===== src/rtl/ult_pkg.sv =====
// Shared types and default timing constants for the ultrasonic echo ranger.
package ult_pkg;

    typedef enum logic [2:0] {
        ST_IDLE = 3'd0,
        ST_TRIG = 3'd1,
        ST_WAIT = 3'd2,
        ST_MEAS = 3'd3,
        ST_DONE = 3'd4
    } state_t;

    typedef logic [3:0] bcd_t;

    localparam int TRIG_CYCLES_DEF    = 120;
    localparam int PERIOD_CYCLES_DEF  = 720000;
    localparam int CYCLES_PER_MM_DEF  = 70;
    localparam int TIMEOUT_CYCLES_DEF = 360000;

    localparam logic [15:0] BCD_MAX = 16'h9999;

    // Single-digit BCD increment with carry out.
    function automatic logic [4:0] bcd_digit_inc(input bcd_t d);
        logic [4:0] r;
        if (d == 4'd9) begin
            r = {1'b1, 4'd0};
        end else begin
            r = {1'b0, d + 4'd1};
        end
        return r;
    endfunction

endpackage


===== src/rtl/bcd4_counter.sv =====
// Four cascaded BCD digits with synchronous clear and increment, saturating at 9999.
module bcd4_counter
    import ult_pkg::*;
(
    input  logic        clk,
    input  logic        rstn,
    input  logic        clr,
    input  logic        inc,
    output logic [15:0] value
);

    logic [15:0] value_r;
    logic [15:0] next_s;
    logic        sat_s;

    assign sat_s = (value_r == BCD_MAX);
    assign value = value_r;

    // Ripple the increment through the digits, carrying only out of a 9.
    always_comb begin
        logic       carry;
        logic [4:0] step;
        next_s = value_r;
        carry  = 1'b1;
        step   = 5'd0;
        for (int i = 0; i < 4; i++) begin
            if (carry) begin
                step              = bcd_digit_inc(value_r[i*4 +: 4]);
                next_s[i*4 +: 4]  = step[3:0];
                carry             = step[4];
            end else begin
                next_s[i*4 +: 4]  = value_r[i*4 +: 4];
            end
        end
    end

    // Accumulator register.
    always_ff @(posedge clk or negedge rstn) begin
        if (!rstn) begin
            value_r <= 16'h0000;
        end else if (clr) begin
            value_r <= 16'h0000;
        end else if (inc && !sat_s) begin
            value_r <= next_s;
        end else begin
            value_r <= value_r;
        end
    end

endmodule


===== src/rtl/ult_echo_ranger.sv =====
// Ultrasonic ranger: periodic trigger, echo pulse timing, BCD millimetre result.
// Optional timeout on missing/overlong echo enabled by defining ULT_TIMEOUT_EN.
module ult_echo_ranger
    import ult_pkg::*;
#(
    parameter int TRIG_CYCLES    = TRIG_CYCLES_DEF,
    parameter int PERIOD_CYCLES  = PERIOD_CYCLES_DEF,
    parameter int CYCLES_PER_MM  = CYCLES_PER_MM_DEF,
    parameter int TIMEOUT_CYCLES = TIMEOUT_CYCLES_DEF
) (
    input  logic       clk,
    input  logic       rstn,
    input  logic       echo,
    output logic       trig,
    output logic [3:0] count_one,
    output logic [3:0] count_ten,
    output logic [3:0] count_hundred,
    output logic [3:0] count_thousand,
    output logic       meas_done,
    output logic       err
);

    localparam int PW = $clog2(PERIOD_CYCLES);
    localparam int TW = $clog2(TRIG_CYCLES + 1);
    localparam int CW = $clog2(CYCLES_PER_MM + 1);

    if (TIMEOUT_CYCLES >= PERIOD_CYCLES - TRIG_CYCLES) begin : g_bad_timeout
        $error("TIMEOUT_CYCLES must be below PERIOD_CYCLES - TRIG_CYCLES");
    end

    state_t        state_r;
    logic [PW-1:0] pcnt_r;
    logic [TW-1:0] tcnt_r;
    logic [CW-1:0] pre_r;
    logic [15:0]   count_r;
    logic [15:0]   acc_s;
    logic          trig_r;
    logic          meas_done_r;
    logic          sync_r;
    logic          echo_s;
    logic          echo_d;
    logic          rise_s;
    logic          fall_s;
    logic          period_zero_s;
    logic          acc_clr_s;
    logic          acc_inc_s;

    // Two-flop synchroniser plus a delay flop for edge detection.
    always_ff @(posedge clk or negedge rstn) begin
        if (!rstn) begin
            sync_r <= 1'b0;
            echo_s <= 1'b0;
            echo_d <= 1'b0;
        end else begin
            sync_r <= echo;
            echo_s <= sync_r;
            echo_d <= echo_s;
        end
    end

    assign rise_s = echo_s & ~echo_d;
    assign fall_s = ~echo_s & echo_d;

    // Free-running measurement period counter.
    always_ff @(posedge clk or negedge rstn) begin
        if (!rstn) begin
            pcnt_r <= {PW{1'b0}};
        end else if (pcnt_r == PW'(PERIOD_CYCLES - 1)) begin
            pcnt_r <= {PW{1'b0}};
        end else begin
            pcnt_r <= pcnt_r + PW'(1);
        end
    end

    assign period_zero_s = (pcnt_r == {PW{1'b0}});
    assign acc_clr_s     = (state_r == ST_WAIT) && rise_s;
    assign acc_inc_s     = (state_r == ST_MEAS) && (pre_r == CW'(CYCLES_PER_MM - 1));

    bcd4_counter u_acc (
        .clk   (clk),
        .rstn  (rstn),
        .clr   (acc_clr_s),
        .inc   (acc_inc_s),
        .value (acc_s)
    );

`ifdef ULT_TIMEOUT_EN
    localparam int OW = $clog2(TIMEOUT_CYCLES + 1);
    logic [OW-1:0] tocnt_r;
    logic          err_r;
`endif

    // Measurement sequencer; owns every registered output.
    always_ff @(posedge clk or negedge rstn) begin
        if (!rstn) begin
            state_r     <= ST_IDLE;
            trig_r      <= 1'b0;
            tcnt_r      <= {TW{1'b0}};
            pre_r       <= {CW{1'b0}};
            count_r     <= 16'h0000;
            meas_done_r <= 1'b0;
`ifdef ULT_TIMEOUT_EN
            tocnt_r     <= {OW{1'b0}};
            err_r       <= 1'b0;
`endif
        end else begin
            meas_done_r <= 1'b0;
            case (state_r)
                ST_IDLE: begin
                    if (period_zero_s) begin
                        state_r <= ST_TRIG;
                        trig_r  <= 1'b1;
                        tcnt_r  <= {TW{1'b0}};
                    end
                end
                ST_TRIG: begin
                    if (tcnt_r == TW'(TRIG_CYCLES - 1)) begin
                        trig_r  <= 1'b0;
                        state_r <= ST_WAIT;
`ifdef ULT_TIMEOUT_EN
                        tocnt_r <= {OW{1'b0}};
`endif
                    end else begin
                        tcnt_r <= tcnt_r + TW'(1);
                    end
                end
                ST_WAIT: begin
                    if (rise_s) begin
                        pre_r   <= {CW{1'b0}};
                        state_r <= ST_MEAS;
                    end
                end
                ST_MEAS: begin
                    // A fall on the wrap cycle still counts the increment.
                    if (pre_r == CW'(CYCLES_PER_MM - 1)) begin
                        pre_r <= {CW{1'b0}};
                    end else begin
                        pre_r <= pre_r + CW'(1);
                    end
                    if (fall_s) begin
                        state_r <= ST_DONE;
                    end
                end
                ST_DONE: begin
                    count_r     <= acc_s;
                    meas_done_r <= 1'b1;
`ifdef ULT_TIMEOUT_EN
                    err_r       <= 1'b0;
`endif
                    state_r     <= ST_IDLE;
                end
                default: begin
                    state_r <= ST_IDLE;
                    trig_r  <= 1'b0;
                end
            endcase
`ifdef ULT_TIMEOUT_EN
            if ((state_r == ST_WAIT) || (state_r == ST_MEAS)) begin
                if (tocnt_r == OW'(TIMEOUT_CYCLES - 1)) begin
                    count_r     <= BCD_MAX;
                    err_r       <= 1'b1;
                    meas_done_r <= 1'b1;
                    state_r     <= ST_IDLE;
                end else begin
                    tocnt_r <= tocnt_r + OW'(1);
                end
            end
`else
            // Period boundary abandons a stuck measurement; displayed digits hold.
            if (((state_r == ST_WAIT) || (state_r == ST_MEAS)) && period_zero_s) begin
                state_r <= ST_TRIG;
                trig_r  <= 1'b1;
                tcnt_r  <= {TW{1'b0}};
            end
`endif
        end
    end

    assign trig           = trig_r;
    assign meas_done      = meas_done_r;
    assign count_one      = count_r[3:0];
    assign count_ten      = count_r[7:4];
    assign count_hundred  = count_r[11:8];
    assign count_thousand = count_r[15:12];
`ifdef ULT_TIMEOUT_EN
    assign err            = err_r;
`else
    assign err            = 1'b0;
`endif

endmodule


===== config.mk =====
export PLATFORM = sky130hd
export DESIGN_NAME = ult_echo_ranger
export DESIGN_NICKNAME = d
export VERILOG_FILES = /design/src/rtl/ult_pkg.sv /design/src/rtl/bcd4_counter.sv /design/src/rtl/ult_echo_ranger.sv
export SDC_FILE = /design/constraint.sdc
export NUM_CORES = 1
export LEC_CHECK = 0
export CAP_MARGIN = 30
export CORE_MARGIN = 2
export CORE_UTILIZATION = 45
export DETAILED_ROUTE_END_ITERATION = 6
export PLACE_DENSITY = 0.66
export SYNTH_ARGS = -nofsm -noshare
export SYNTH_HDL_FRONTEND = slang
export SYNTH_HIERARCHICAL = 1
export SYNTH_SLANG_ARGS = --single-unit

===== constraint.sdc =====
create_clock -name clk -period 5.4 [get_ports clk]
set_input_delay 0.54 -clock clk [delete_from_list [all_inputs] [get_ports clk]]
set_output_delay 0.54 -clock clk [all_outputs]
set_load 0.02 [all_outputs]

==> flow_metrics.py <==
metrics = {
    "run_status": {
        "status": "finished clean",
    },
    "clocking": {
        "ctsHoldBuffers": 0,
        "path_clk_slew_ps": 90,
        "cts_max_level": 3,
        "cts-root-buf": "clkbuf_8",
        "cts_setup_buffers": 0,
        "max-clock-path-buffers": 2,
        "clock_latency_ps": 360,
        "cts_buffers": 9,
        "cts_tree": "done",
        "cts_resized": 0,
        "clock-sinks": 74,
    },
    "grt": {
        "met2_usage": 0.278,
        "grt_pass1_vias": 2530,
        "grt_first_pass_wirelength_mm": 11.4,
        "grtUsageMet3": 0.0457,
        "antenna_found_initial": 0,
        "grt_busiest_layer": "met2",
        "grt_use_total": 0.165,
        "use_met1": 0.201,
        "grt_max_degree": 75,
        "grt_overflow_total": 0,
    },
    "pwr": {
        "irDropWorstVdd_mv": 0.136,
        "power_density_mw_per_mm2": 270,
        "total_leakage_power_nw": 1.84,
        "power_mw": 1.14,
    },
    "worst_setup_path": {
        "setup.worst_path.class": "reg -> reg",
        "regToRegSetupSlack_ps": 2910,
        "crit_fanout": 13,
        "r2r-end": "u_acc/value[13]",
        "slowest_stage": "or4b_1",
        "worstReg2RegStart": "pre_r[1]",
        "startpoint_type": "flop",
        "crit_buf_inv": 1,
        "crit_chain": "inv_1, ha_1, and4b_1, nand2_1, nor2_1, nand3_4, or4b_1, a21oi_1",
        "r2r_cells": 8,
        "required_ps": 5680,
        "cpPeakStageDelay_ps": 560,
        "cp-end-kind": "flop",
        "crit_family": "simple AND/OR/NAND/NOR gates",
        "arrival_ps": 2760,
    },
    "floorplan": {
        "die_w_um": 94.3,
        "die-area_mm2": 0.00888,
        "num_rows": 32,
        "die_h_um": 94.3,
        "core_mm2": 0.00781,
        "ios": 22,
        "start_util": 0.470,
    },
    "detailed_routing": {
        "drt_iter0_markers": 85,
        "via_per_inst": 5.52,
        "post_drt_wl_per_cell_um": 13.9,
        "drc": 0,
        "drtAntennaViolNets": 0,
        "wl_mm": 6.67,
        "vias": 2646,
        "firstDrtPassIters": 4,
    },
    "sta": {
        "slew_headroom": 0.398,
        "min_period_ps": 2490,
        "hold_viol": 0,
        "setup-violations-final": 0,
        "setup_tns_ps": 0,
        "rsz0062_at_grt": "no",
        "fin_crit_sh": 0.461,
        "clock_skew_ps": 11.2,
        "slew_violations": 0,
        "tightest_slew_ps": 902,
        "clock.fmax_ghz": 0.402,
    },
    "cells_and_area": {
        "nFillCells": 684,
        "fin_nets": 387,
        "fin_util": 0.539,
        "final_cells": 479,
        "diodes": 0,
        "multi_input_area_mm2": 0.00170,
        "final_cell_mix": "74 x dfrtp_1, 32 x nor2_1, 27 x nand2_1",
        "final_area_mm2": 0.00421,
        "area_growth_pct": 14.7,
        "regArea_mm2": 0.00185,
        "drive_gt1_frac": 0.119,
        "final_common_cell": "dfrtp_1",
    },
    "yosys": {
        "synthFlopType": "dfrtp_1",
        "synth_seq_cells": 74,
        "yosysUniqueCellTypes": 58,
        "ys_seq_area_frac": 0.505,
        "synth_edf_count": 0,
        "synth.avg_cell_area_um2": 10.5,
        "syn-instance-count": 350,
        "syn_nets": 364,
        "syn_area_mm2": 0.00367,
        "synth_warnings": 6,
        "async_reset_ff_frac": 1.00,
    },
    "placement": {
        "dpl.hpwl_mm": 4.48,
        "postPlaceCellArea_mm2": 0.00395,
        "gp_congestion": 0.806,
        "io_buffers": 20,
        "place_inst": 464,
    },
    "run": {
        "cap_violations": 0,
    },
    "worst_hold_path": {
        "worstHoldPathType": "in -> async",
    },
}
-- worst register-to-register path, delay by kind of cell, from the launching register on --
family,cells,cell delay [ps]
simple gates,5,1650
compound gates,1,160
buf+inv,1,60
fa+ha+maj,1,120
flops,1,410
-- layout make-up --
| cell class | instances | area share |
|---|---|---|
| Sequential cell | 74 | 0.440 |
| Multi-Input combinational cell | 251 | 0.404 |
| Timing Repair Buffer | 21 | 0.0488 |
| Clock inverter | 6 | 0.0327 |
| Tap cell | 102 | 0.0303 |
| Clock buffer | 9 | 0.0294 |
| Inverter | 16 | 0.0143 |
-- cell usage after synthesis, types with 5 or more instances --
master    n  area [µm²]
nand3_1  18        90.1
inv_1    16        60.1
o21ai_0  23         115
nor4_1    8        50.1
nand2_1  27         101
xnor2_1  14         123
dfrtp_1  74        1850
a21oi_1   7        35.0
nor2b_1   7        43.8
ha_1     11         138
o31ai_1   5        37.5
mux2_2   16         180
nor2_1   32         120
or4_1     8        60.1
xor2_1    8        70.1
-- per-stage QoR --
step                      worst slack [ps]  hold WS, ps
after global routing                  2700          380
after detailed placement              2960          340
after floorplan                       3520          244
after CTS                             2910          347
final                                 2910          295
after global placement                3080          336
-- how the worst max path moves through the flow --
stage	start	end	slack, ps	cells past startpoint
floorplan	pre_r[1]	u_acc/value[9]	3520	10
global placement	pre_r[1]	u_acc/value[13]	3080	8
detailed placement	pre_r[1]	u_acc/value[15]	2960	8
CTS	pre_r[1]	u_acc/value[15]	2910	8
global route	pre_r[1]	u_acc/value[13]	2700	8
finish	pre_r[1]	u_acc/value[13]	2910	8
-- per-layer routing --
layer	share of wire	wire, µm	up-vias
met5	0	0	-
met3	0.033	218	8
met1	0.47	3170	1302
li1	-	-	1300
met2	0.48	3180	36
met4	0.015	102	0
-- where the power goes --
group          total (mW)  internal (mW)  leakage (nW)  switching (mW)
Clock               0.567          0.354         0.130           0.213
Sequential          0.556          0.555         0.993        0.000714
Combinational      0.0126        0.00153         0.717          0.0111
Total                1.14          0.911          1.84           0.225
-- sequential cells by signal (all words and copies together) (netlist names) --
name and cells:
meas_done 1, pcnt_r 20, count_r 16, state_r 3, sync_r 1, tcnt_r 7
trig 1, pre_r 7, echo_d 1, echo_s 1, u_acc/value 16
-- logic make-up (layout without fill, tap and decap cells) --
kind of cell             after synthesis  in the layout  synth area share
AND/OR/NAND/NOR                      138            138             0.214
XOR/XNOR                              22             22            0.0526
flip-flops                            74             74             0.505
buffers and inverters                 25             52            0.0311
multiplexers                          20             20            0.0601
other                                  1              1           0.00102
AO/OA/AOI/OAI                         59             59            0.0986
adder cells (fa/ha/maj)               11             11            0.0375
(Power assumes the default switching activity.)
